$ cat config.mk
export PLATFORM = sky130hd
export DESIGN_NAME = output_backprop
export DESIGN_NICKNAME = d
export VERILOG_FILES = /design/src/rtl/output_backprop.sv
export SDC_FILE = /design/constraint.sdc
export NUM_CORES = 1
export LEC_CHECK = 0
export ABC_AREA = 1
export BUFFER_PORTS_ARGS = -buffer_cell sky130_fd_sc_hd__clkbuf_2
export CORE_ASPECT_RATIO = 0.5
export CORE_MARGIN = 10
export CORE_UTILIZATION = 55
export CTS_CLUSTER_DIAMETER = 100
export CTS_CLUSTER_SIZE = 16
export DETAILED_ROUTE_END_ITERATION = 10
export PLACE_DENSITY = 0.76
export SYNTH_ARGS = -nofsm -noshare
export SYNTH_HDL_FRONTEND = slang
export SYNTH_SLANG_ARGS = --single-unit
export TNS_END_PERCENT = 30
$ cat constraint.sdc
create_clock -name clk_i -period 7.05 [get_ports clk_i]
set_input_delay 0.705 -clock clk_i [delete_from_list [all_inputs] [get_ports clk_i]]
set_output_delay 0.705 -clock clk_i [all_outputs]
set_load 0.01 [all_outputs]
$ cat src/rtl/output_backprop.sv
// Output-neuron weight update: err = final - target, g_k = err * x_k, and
// w_k -= g_k >>> LR_SHIFT with the result clamped to the unsigned 8-bit range.
module output_backprop #(
    parameter int unsigned LR_SHIFT = 7
) (
    input  logic        clk_i,
    input  logic        rst_i,
    input  logic        start_i,
    input  logic [22:0] final_i,
    input  logic [3:0]  init_i,
    input  logic [9:0]  x0_i,
    input  logic [9:0]  x1_i,
    input  logic [7:0]  w0_i,
    input  logic [7:0]  w1_i,
    output logic [7:0]  w0_o,
    output logic [7:0]  w1_o,
    output logic        busy_o,
    output logic        done_o,
    output logic        sat_o
);

    localparam int unsigned FINAL_W = 23;
    localparam int unsigned TGT_W   = 4;
    localparam int unsigned X_W     = 10;
    localparam int unsigned W_W     = 8;
    localparam int unsigned ERR_W   = 24;
    localparam int unsigned G_W     = 35;
    localparam int unsigned ACC_W   = 36;

    localparam logic signed [ACC_W-1:0] W_MAX = ACC_W'(255);

    typedef enum logic [2:0] {
        S_IDLE,
        S_ERR,
        S_GRAD0,
        S_GRAD1,
        S_UPD,
        S_DONE
    } state_t;

    state_t state, state_nx;

    logic cap_en, err_en, g0_en, g1_en, upd_en, pass_en;

    logic [FINAL_W-1:0] final_q;
    logic [TGT_W-1:0]   init_q;
    logic [X_W-1:0]     x0_q, x1_q;
    logic [W_W-1:0]     w0_q, w1_q;

    logic signed [ERR_W-1:0] err_c, err_q;
    logic [X_W-1:0]          mul_x_c;
    logic signed [G_W-1:0]   prod_c, g0_q, g1_q;
    logic signed [G_W-1:0]   d0_c, d1_c;
    logic signed [ACC_W-1:0] w0_new_c, w1_new_c;
    logic [W_W:0]            w0_cl_c, w1_cl_c;

    // Clamp to 0..255; MSB of the return value flags that clamping happened.
    function automatic logic [W_W:0] clamp_w(input logic signed [ACC_W-1:0] v);
        logic [W_W:0] r;
        if (v < 0) begin
            r = {1'b1, W_W'(0)};
        end else if (v > W_MAX) begin
            r = {1'b1, {W_W{1'b1}}};
        end else begin
            r = {1'b0, v[W_W-1:0]};
        end
        return r;
    endfunction

    // State register
    always_ff @(posedge clk_i) begin
        if (rst_i) begin
            state <= S_IDLE;
        end else begin
            state <= state_nx;
        end
    end

    // Next-state and datapath strobes
    always_comb begin
        state_nx = state;
        cap_en   = 1'b0;
        err_en   = 1'b0;
        g0_en    = 1'b0;
        g1_en    = 1'b0;
        upd_en   = 1'b0;
        pass_en  = 1'b0;
        case (state)
            S_IDLE: begin
                if (start_i) begin
                    cap_en   = 1'b1;
                    state_nx = S_ERR;
                end
            end
            S_ERR: begin
                err_en = 1'b1;
                if (err_c == '0) begin
                    pass_en  = 1'b1;
                    state_nx = S_DONE;
                end else begin
                    state_nx = S_GRAD0;
                end
            end
            S_GRAD0: begin
                g0_en    = 1'b1;
                state_nx = S_GRAD1;
            end
            S_GRAD1: begin
                g1_en    = 1'b1;
                state_nx = S_UPD;
            end
            S_UPD: begin
                upd_en   = 1'b1;
                state_nx = S_DONE;
            end
            S_DONE: begin
                state_nx = S_IDLE;
            end
            default: begin
                state_nx = S_IDLE;
            end
        endcase
    end

    // Status flags follow the state the FSM is entering
    always_ff @(posedge clk_i) begin
        if (rst_i) begin
            busy_o <= 1'b0;
            done_o <= 1'b0;
        end else begin
            busy_o <= (state_nx != S_IDLE);
            done_o <= (state_nx == S_DONE);
        end
    end

    // Operand snapshot taken at the accept edge
    always_ff @(posedge clk_i) begin
        if (cap_en) begin
            final_q <= final_i;
            init_q  <= init_i;
            x0_q    <= x0_i;
            x1_q    <= x1_i;
            w0_q    <= w0_i;
            w1_q    <= w1_i;
        end
    end

    assign err_c   = ERR_W'($signed({1'b0, final_q})) - ERR_W'($signed({1'b0, init_q}));
    assign mul_x_c = (state == S_GRAD0) ? x0_q : x1_q;
    assign prod_c  = G_W'(err_q) * G_W'($signed({1'b0, mul_x_c}));

    // Error and the two gradients share one multiplier across GRAD0/GRAD1
    always_ff @(posedge clk_i) begin
        if (err_en) begin
            err_q <= err_c;
        end
        if (g0_en) begin
            g0_q <= prod_c;
        end
        if (g1_en) begin
            g1_q <= prod_c;
        end
    end

    assign d0_c     = g0_q >>> LR_SHIFT;
    assign d1_c     = g1_q >>> LR_SHIFT;
    assign w0_new_c = ACC_W'($signed({1'b0, w0_q})) - ACC_W'(d0_c);
    assign w1_new_c = ACC_W'($signed({1'b0, w1_q})) - ACC_W'(d1_c);
    assign w0_cl_c  = clamp_w(w0_new_c);
    assign w1_cl_c  = clamp_w(w1_new_c);

    // Result registers are written only on UPD->DONE or the zero-error bypass
    always_ff @(posedge clk_i) begin
        if (rst_i) begin
            w0_o  <= '0;
            w1_o  <= '0;
            sat_o <= 1'b0;
        end else if (upd_en) begin
            w0_o  <= w0_cl_c[W_W-1:0];
            w1_o  <= w1_cl_c[W_W-1:0];
            sat_o <= w0_cl_c[W_W] | w1_cl_c[W_W];
        end else if (pass_en) begin
            w0_o  <= w0_q;
            w1_o  <= w1_q;
            sat_o <= 1'b0;
        end
    end

endmodule

After elaboration in Yosys (flattened, before gate mapping)
Index checks and enable logic that the tools add are counted.
Cells by class
  reductions and logical operators: 4
  multiplexer cells: 22
  bitwise operators: 1
  $lt $le $gt $ge: 4
  $add $sub $neg: 3
  eq/ne operators: 5
  $mul: 1
Operators with widths (number)
  greater-than comparator 29 x 9 -> 1 bit (second input constant): 2
  less-than comparator 29 x 1 -> 1 bit (second input constant): 2
  subtractor 9 x 28 -> 29 bit: 2
  2-to-1 mux 9 bit: 4
  multiplier 24 x 11 -> 35 bit: 1
  2-to-1 mux 8 bit: 4
  logical NOT 24 bit: 1
  subtractor 23 x 4 -> 24 bit: 1
  case mux 3 bit (5 select lines): 1
  2-to-1 mux 1 bit: 10
  2-to-1 mux 10 bit: 1
  == test 3 x 2 -> 1 bit (second input constant): 2
  == test 3 bit (second input constant): 2
  2-to-1 mux 3 bit: 2
  == test 3 x 1 -> 1 bit (second input constant): 1
  logical NOT 3 bit: 1
  nonzero test 3 bit: 1
  nonzero test 2 bit: 1
  OR 1 bit: 1
Storage, ports and cells
  input bits: 66
  logic and storage cells: 55
  output and inout bits: 19
  register bits: 179

Logic depth before layout (Yosys ltp)
Gate-level depths: netlist of run 1.
  word-level depth: 6
  mapped depth: 30
  mapped depth without buffers: 29

Least setup slack after synthesis of run 1
Ideal clock, no wire load.
  path kind: register to register
  from: reg state[0]
  to: reg g0_q[32], data pin
  data required time: 6785 ps
  period minus slack after synthesis: 6371 ps
  stages on the path, launching flop included: 26
  buffers on the path: 1
  data arrival time: 6106 ps
  setup time: 265 ps
  path slack: 679 ps
  path through: dfxtp_1 nor2_1 nand2_1 inv_1 or2_2 o21ai_1 inv_1 clkbuf_1 nand2_1 fa_1 inv_1 fa_1 fa_1 fa_1 inv_1 fa_1 inv_1 ha_1 a21oi_1 inv_1 a21oi_1 o21a_1 o21ai_0 a31oi_1 o21ai_1 xor2_1
Between the ends
  cells in the longest elaborated chain, start to end: 3
Ends and longest elaborated chain
  from (decl): line 41  | state_t state, state_nx;
  from (signal assigned): line 75  | state <= state_nx;
  == test 3 x 2 -> 1 bit: line 149  | assign mul_x_c = (state == S_GRAD0) ? x0_q : x1_q;
  2-to-1 mux 10 bit: line 149
  multiplier 24 x 11 -> 35 bit: line 150  | assign prod_c = G_W'(err_q) * G_W'($signed({1'b0, mul_x_c}));
  net prod_c[32]: line 52  | logic signed [G_W-1:0] prod_c, g0_q, g1_q;
  to (signal assigned): line 158  | g0_q <= prod_c;
  to (decl): line 52
The timed path passes the listed nets, and every way through them passes these cells.
A chain may end at the register's enable or synchronous reset.

Worst setup path in the final report of run 1
  from: reg state[2]
  to: reg g1_q[30], data pin
Between the ends
  cells in the longest elaborated chain, start to end: 3
Ends and longest elaborated chain
  == test 3 x 2 -> 1 bit: line 149
  2-to-1 mux 10 bit: line 149
  multiplier 24 x 11 -> 35 bit: line 150
  net prod_c[30]: line 52
  to (signal assigned): line 161  | g1_q <= prod_c;
  to (decl): line 52
The timed path passes the listed nets, and every way through them passes these cells.

==> results of run 1 <==
[per-layer routing]
layer	global-route usage	part of all wire	vias up
li1	-	-	7174
met1	0.300	0.45	6902
met2	0.379	0.47	449
met3	0.0469	0.067	52
met4	0.0541	0.018	0
met5	0	0	-
[cell type report]
| type | instances | area, sq um | share of cell area |
|---|---|---|---|
| Clock buffer | 20 | 468 | 0.0239 |
| Clock inverter | 12 | 110 | 0.00564 |
| Inverter | 509 | 1920 | 0.0982 |
| Multi-Input combinational cell | 1571 | 11200 | 0.573 |
| Sequential cell | 165 | 4730 | 0.242 |
| Tap cell | 432 | 541 | 0.0277 |
| Timing Repair Buffer | 103 | 567 | 0.0290 |
[cell families (layout without fill, tap and decap cells)]
logic type	after synthesis	in the layout	share of synthesized area
simple gates	1053	1053	0.245
buf+inv	535	644	0.113
compound gates	162	162	0.0526
flops	165	165	0.264
fa+ha+maj	305	305	0.301
xor+xnor	51	51	0.0249
[sequential cells by signal, indices dropped and copies added, names as in the netlist, 10 cells and up]
| register | count |
|---|---|
| x0_q | 10 |
| g1_q | 28 |
| final_q | 23 |
| x1_q | 10 |
| g0_q | 28 |
| err_q | 24 |
[what timing repair did]
| action | in CTS | in global routing |
|---|---|---|
| gates resized for setup | 1 | 9 |
| endpoints found under the hold margin | 0 | 0 |
| setup endpoints to repair | 2 | 32 |
| buffers inserted | 0 | 4 |
[worst register-to-register path, stage by stage (launching register included)]
cell,delay (ps)
dfxtp_1,390
nor2_1,50
nand2_1,190
inv_1,190
or2_2,330
o21ai_2,250
inv_1,470
nand2_1,190
fa_1,440
inv_1,90
fa_1,440
fa_1,520
fa_1,540
inv_1,50
fa_1,580
inv_1,60
ha_1,370
nand2_1,110
nor2_1,100
inv_1,90
nor3_1,220
nand3_1,110
o21ai_1,300
nand3_1,110
nand2_1,100
xor2_1,220
[stage by stage]
stage	cells	utilization	setup TNS (ps)	setup WS, ps
2_1_floorplan	2271	-	0	679
3_3_place_gp	2776	0.592	0	116
3_5_place_dp	2776	0.592	-178	-89.1
4_1_cts	2808	0.610	0	136
5_1_grt	2812	0.612	0	5.01
6_report	2812	0.612	0	343
[Yosys cell counts (2+ instances only)]
cell      number
o21ai_0       34
ha_1          94
nor2_2         5
or2_2          9
and3_1         2
dfxtp_1       22
nor2_4         2
nand3_1      118
clkbuf_1      18
xor2_1        38
nor4_1         3
buf_2          2
buf_6          2
nor2_1       292
nor3_1        20
o21ai_2        2
a21o_1         2
o21a_1         9
clkinv_1       2
nand2_2        4
nand4_1       27
a21oi_1       57
a21oi_2       14
edfxtp_1     143
o211ai_1       2
fa_1         211
inv_1        500
inv_2          7
nand3_2        2
xnor2_1       13
buf_1          4
nand3b_1      20
o21ai_1       27
a31oi_1        9
nand2_1      544
[worst max-delay path by stage]
stage / startpoint / end / slack (ps)
5_1_grt: state[0] / g1_q[32] / 5
4_1_cts: state[2] / g0_q[30] / 140
2_1_floorplan: state[0] / g0_q[32] / 680
3_3_place_gp: state[0] / g0_q[32] / 120
6_report: state[2] / g1_q[30] / 340
3_5_place_dp: state[0] / g0_q[32] / -90
==> results.toml, run 1 <==
[synthesis]
synth_top_cell_by_area = "edfxtp_1"
syn_inst = 2271
yosysSeqAreaShare = 0.264
synthTopCellsByArea = "edfxtp_1 24%, fa_1 24%, nand2_1 11%"
synth-edff-count = 143
syn_nets = 2642
syn-cell-area_sq_mm = 0.0179
ys_seq_elements = 165
synth_ff_type = "edfxtp_1"
avgSynthCellArea_sq_um = 7.90
synth_top_area_frac = 0.239
synthArstFlopShare = 0
synth_cell_types = 46
yosysWarnings = 0

[detailed_routing]
wl_per_cell_um = 15.9
drt_wl_total_um = 44700
drc = 0
via_per_inst = 5.18
vias = 14600
dr.first_iter.drc_count = 1213
firstDrtPassIters = 5
ant_nets = 0

[cells_and_area]
syn_to_final_growth_pct = 8.88
final_common_cell = "nand2_1"
stdcell_area_sq_mm = 0.0195
fin_nets = 2738
drive_gt1_frac = 0.0811
fillCellCount = 2817
most-common-layout-cells = "544 x nand2_1, 494 x inv_1, 292 x nor2_1"
antenna_cells = 0

[place]
dp_hpwl_um = 37200
postPlaceCellArea_sq_mm = 0.0189
io_buffers = 84
place_congestion = 0.930

[setup_path]
path_class = "flop to flop"
arrival_ps = 6970
path_depth = 25
crit_slowest_cell = "fa_1"
r2r_start = "state[2]"
r2r_cells = 25
start_kind = "flop"
slowest_delay_ps = 580
critPathBufInv = 6
crit_fanout = 15
cp_common_cell = "inv_1"
end_kind = "flop"
crit_family = "adder cells"
worst-endpoint-required_ps = 7310
rrSetupSlack_ps = 340
r2r_end = "g1_q[30]"

[cts]
clk-insertion-delay-late_ps = 440
clockBufferDepth = 2
clkTransAtPathRegs_ps = 70
cts-root-buf = "clkbuf_16"
cts_made_buffers = 17
h-tree-depth = 4
cts_hold_buf = 0
cts_tree = "done"
clock_sinks = 165

[sta]
period_share = 0.951
rsz0062_at_grt = "false"
skew_ps = 13.7
hold_viol_final = 0
drv_slew = 0
setup_violations = 0
whs_ps = 432
max_slew_margin = 0.310
fmax_mhz = 149
fin_crit_ps = 6710
worst_pin_slew_ps = 1030

[die]
dieHeight_um = 148
ios = 85
core_sq_mm = 0.0319
die_w_um = 275
die_area_sq_mm = 0.0407
start_util = 0.562
rows = 46

[worst_hold_path]
whs_endpoint = "init_q[2]"
whs_path_depth = 1
hold_class = "input pin to flop"
hold_path.startpoint = "init_i[2]"

[global_routing]
track_usage = 0.228
grt_max_degree = 48
overflow = 0
grt_pass1_vias = 14900
antenna_found_initial = 0
grt_pass1_wl_um = 74100

[run]
maxCapViolCount = 0

[status]
status = "complete, no violations"
Power of run 1 is not shown: default switching activity piles up to over one toggle a cycle in this logic, so the estimate is an artifact.
==> inputs of run 2 (changes only) <==
--- a/config.mk
+++ b/config.mk
@@ -7,13 +7,17 @@
 export LEC_CHECK = 0
 export ABC_AREA = 1
 export BUFFER_PORTS_ARGS = -buffer_cell sky130_fd_sc_hd__clkbuf_2
+export CELL_PAD_IN_SITES_DETAIL_PLACEMENT = 1
+export CELL_PAD_IN_SITES_GLOBAL_PLACEMENT = 2
 export CORE_ASPECT_RATIO = 0.5
 export CORE_MARGIN = 10
-export CORE_UTILIZATION = 55
+export CORE_UTILIZATION = 39
+export CTS_BUF_LIST = sky130_fd_sc_hd__clkbuf_4
 export CTS_CLUSTER_DIAMETER = 100
 export CTS_CLUSTER_SIZE = 16
 export DETAILED_ROUTE_END_ITERATION = 10
-export PLACE_DENSITY = 0.76
+export HOLD_SLACK_MARGIN = 0.08
+export PLACE_DENSITY = 0.86
 export SYNTH_ARGS = -nofsm -noshare
 export SYNTH_HDL_FRONTEND = slang
 export SYNTH_SLANG_ARGS = --single-unit
==> results.toml, run 2 (synthesized netlist as in run 1, its figures left out) <==
[sta]
drv_slew = 0
period_share = 0.940
whs_ps = 199
rsz0062_at_grt = "false"
hold_viol_final = 0
max_slew_margin = 0.273
fin_setup_tns_ps = 0
skew_ps = 51.3
worst_pin_slew_ps = 1090
fin_crit_ps = 6630
setup_violations = 0
fmax_mhz = 151

[setup_path]
arrival_ps = 7040
path_class = "flop to flop"
crit_slowest_cell = "fa_1"
cp_cell_sequence = "nor2_1, nand2_1, inv_1, or2_2, o21ai_0, inv_1, buf_4, nand2_1, fa_1, fa_1, inv_1, fa_1, fa_1, inv_1, fa_1, inv_1, ha_1, nand2_1, nor4_1, a21o_1, nand2_1, nand2_1, xor2_1"
start_kind = "flop"
crit_fanout = 14
slowest_delay_ps = 560
rrSetupSlack_ps = 420
end_kind = "flop"
worst-endpoint-required_ps = 7460

[die]
ios = 85
core_sq_mm = 0.0453
rows = 55
dieHeight_um = 172
die_area_sq_mm = 0.0555
die_w_um = 323
start_util = 0.396

[global_routing]
grt_max_degree = 48
grt_pass1_wl_um = 86600
grt_pass1_vias = 16100
antenna_found_initial = 2
track_usage = 0.199
overflow = 0

[cells_and_area]
final_common_cell = "nand2_1"
reg_top3 = "g0_q: 28 flops, g1_q: 28 flops, err_q: 24 flops"
drive_gt1_frac = 0.0797
most-common-layout-cells = "544 x nand2_1, 499 x inv_1, 292 x nor2_1"
fin_nets = 2741
stdcell_area_sq_mm = 0.0195
fillCellCount = 5612
syn_to_final_growth_pct = 8.44
fin_util = 0.429

[detailed_routing]
via_per_inst = 4.94
drt_wl_total_um = 53700
ant_nets = 0
vias = 14700
dr.first_iter.drc_count = 896
firstDrtPassIters = 6
drc = 0
wl_per_cell_um = 18.0

[cts]
clk-insertion-delay-late_ps = 660
clkTransAtPathRegs_ps = 210
clock_sinks = 165
h-tree-depth = 4
post_cts_resized = 0
cts-root-buf = "clkbuf_4"
clockBufferDepth = 2
cts_tree = "done"
post-cts-setup-buffers = 0
cts_hold_buf = 0
cts_made_buffers = 17

[place]
postPlaceCellArea_sq_mm = 0.0192
dp_hpwl_um = 45800
place_congestion = 0.864
io_buffers = 84

[worst_hold_path]
hold_class = "input pin to flop"

[run]
maxCapViolCount = 0

[status]
status = "complete, no violations"
## run 2: cell types whose count changed in the layout (fill, tap and decap cells not counted), moves of 3 or more
cell	delta
buf_4	+4
clkbuf_16	-18
clkbuf_4	+18
inv_1	+5
inv_2	-3
o21ai_2	-3
## run 2: final cells by class
type | count | area, sq um | area share
Inverter | 509 | 1910 | 0.0982
Antenna cell | 1 | 2.50 | 0.000129
Clock buffer | 18 | 135 | 0.00694
Sequential cell | 165 | 4730 | 0.243
Timing Repair Buffer | 106 | 586 | 0.0301
Multi-Input combinational cell | 1571 | 11200 | 0.575
Tap cell | 598 | 748 | 0.0385
Clock inverter | 14 | 153 | 0.00784
## run 2: per-stage QoR
stage,worst slack (ps),cells
after detailed placement,484,2949
after global placement,651,2949
after floorplan,679,2271
after CTS,394,2981
final,424,2982
after global routing,7.92,2982
## run 2: path summary, 6_finish.rpt
kind,start,to,cells after the start
max reg2reg,state[0],g0_q[17],23
max,state[0],g0_q[17],23
min,w0_i[7],w0_q[7],1
min reg2reg,sat_o,sat_o,2
## run 2: metal layers
metal  GRT usage  routed length (um)
met5           0                   0
met4      0.0371                 696
met3      0.0299                2020
met2       0.338               25200
met1       0.269               25800
## run 2: critical path, delay by kind of cell, from the launching register on
kind	cells	cell delay [ps]
XOR/XNOR	1	390
AND/OR/NAND/NOR	8	1360
adder cells (fa/ha/maj)	6	2880
buffers and inverters	6	940
flip-flops	1	410
AO/OA/AOI/OAI	2	390
Power of run 2 is left out for the same reason.
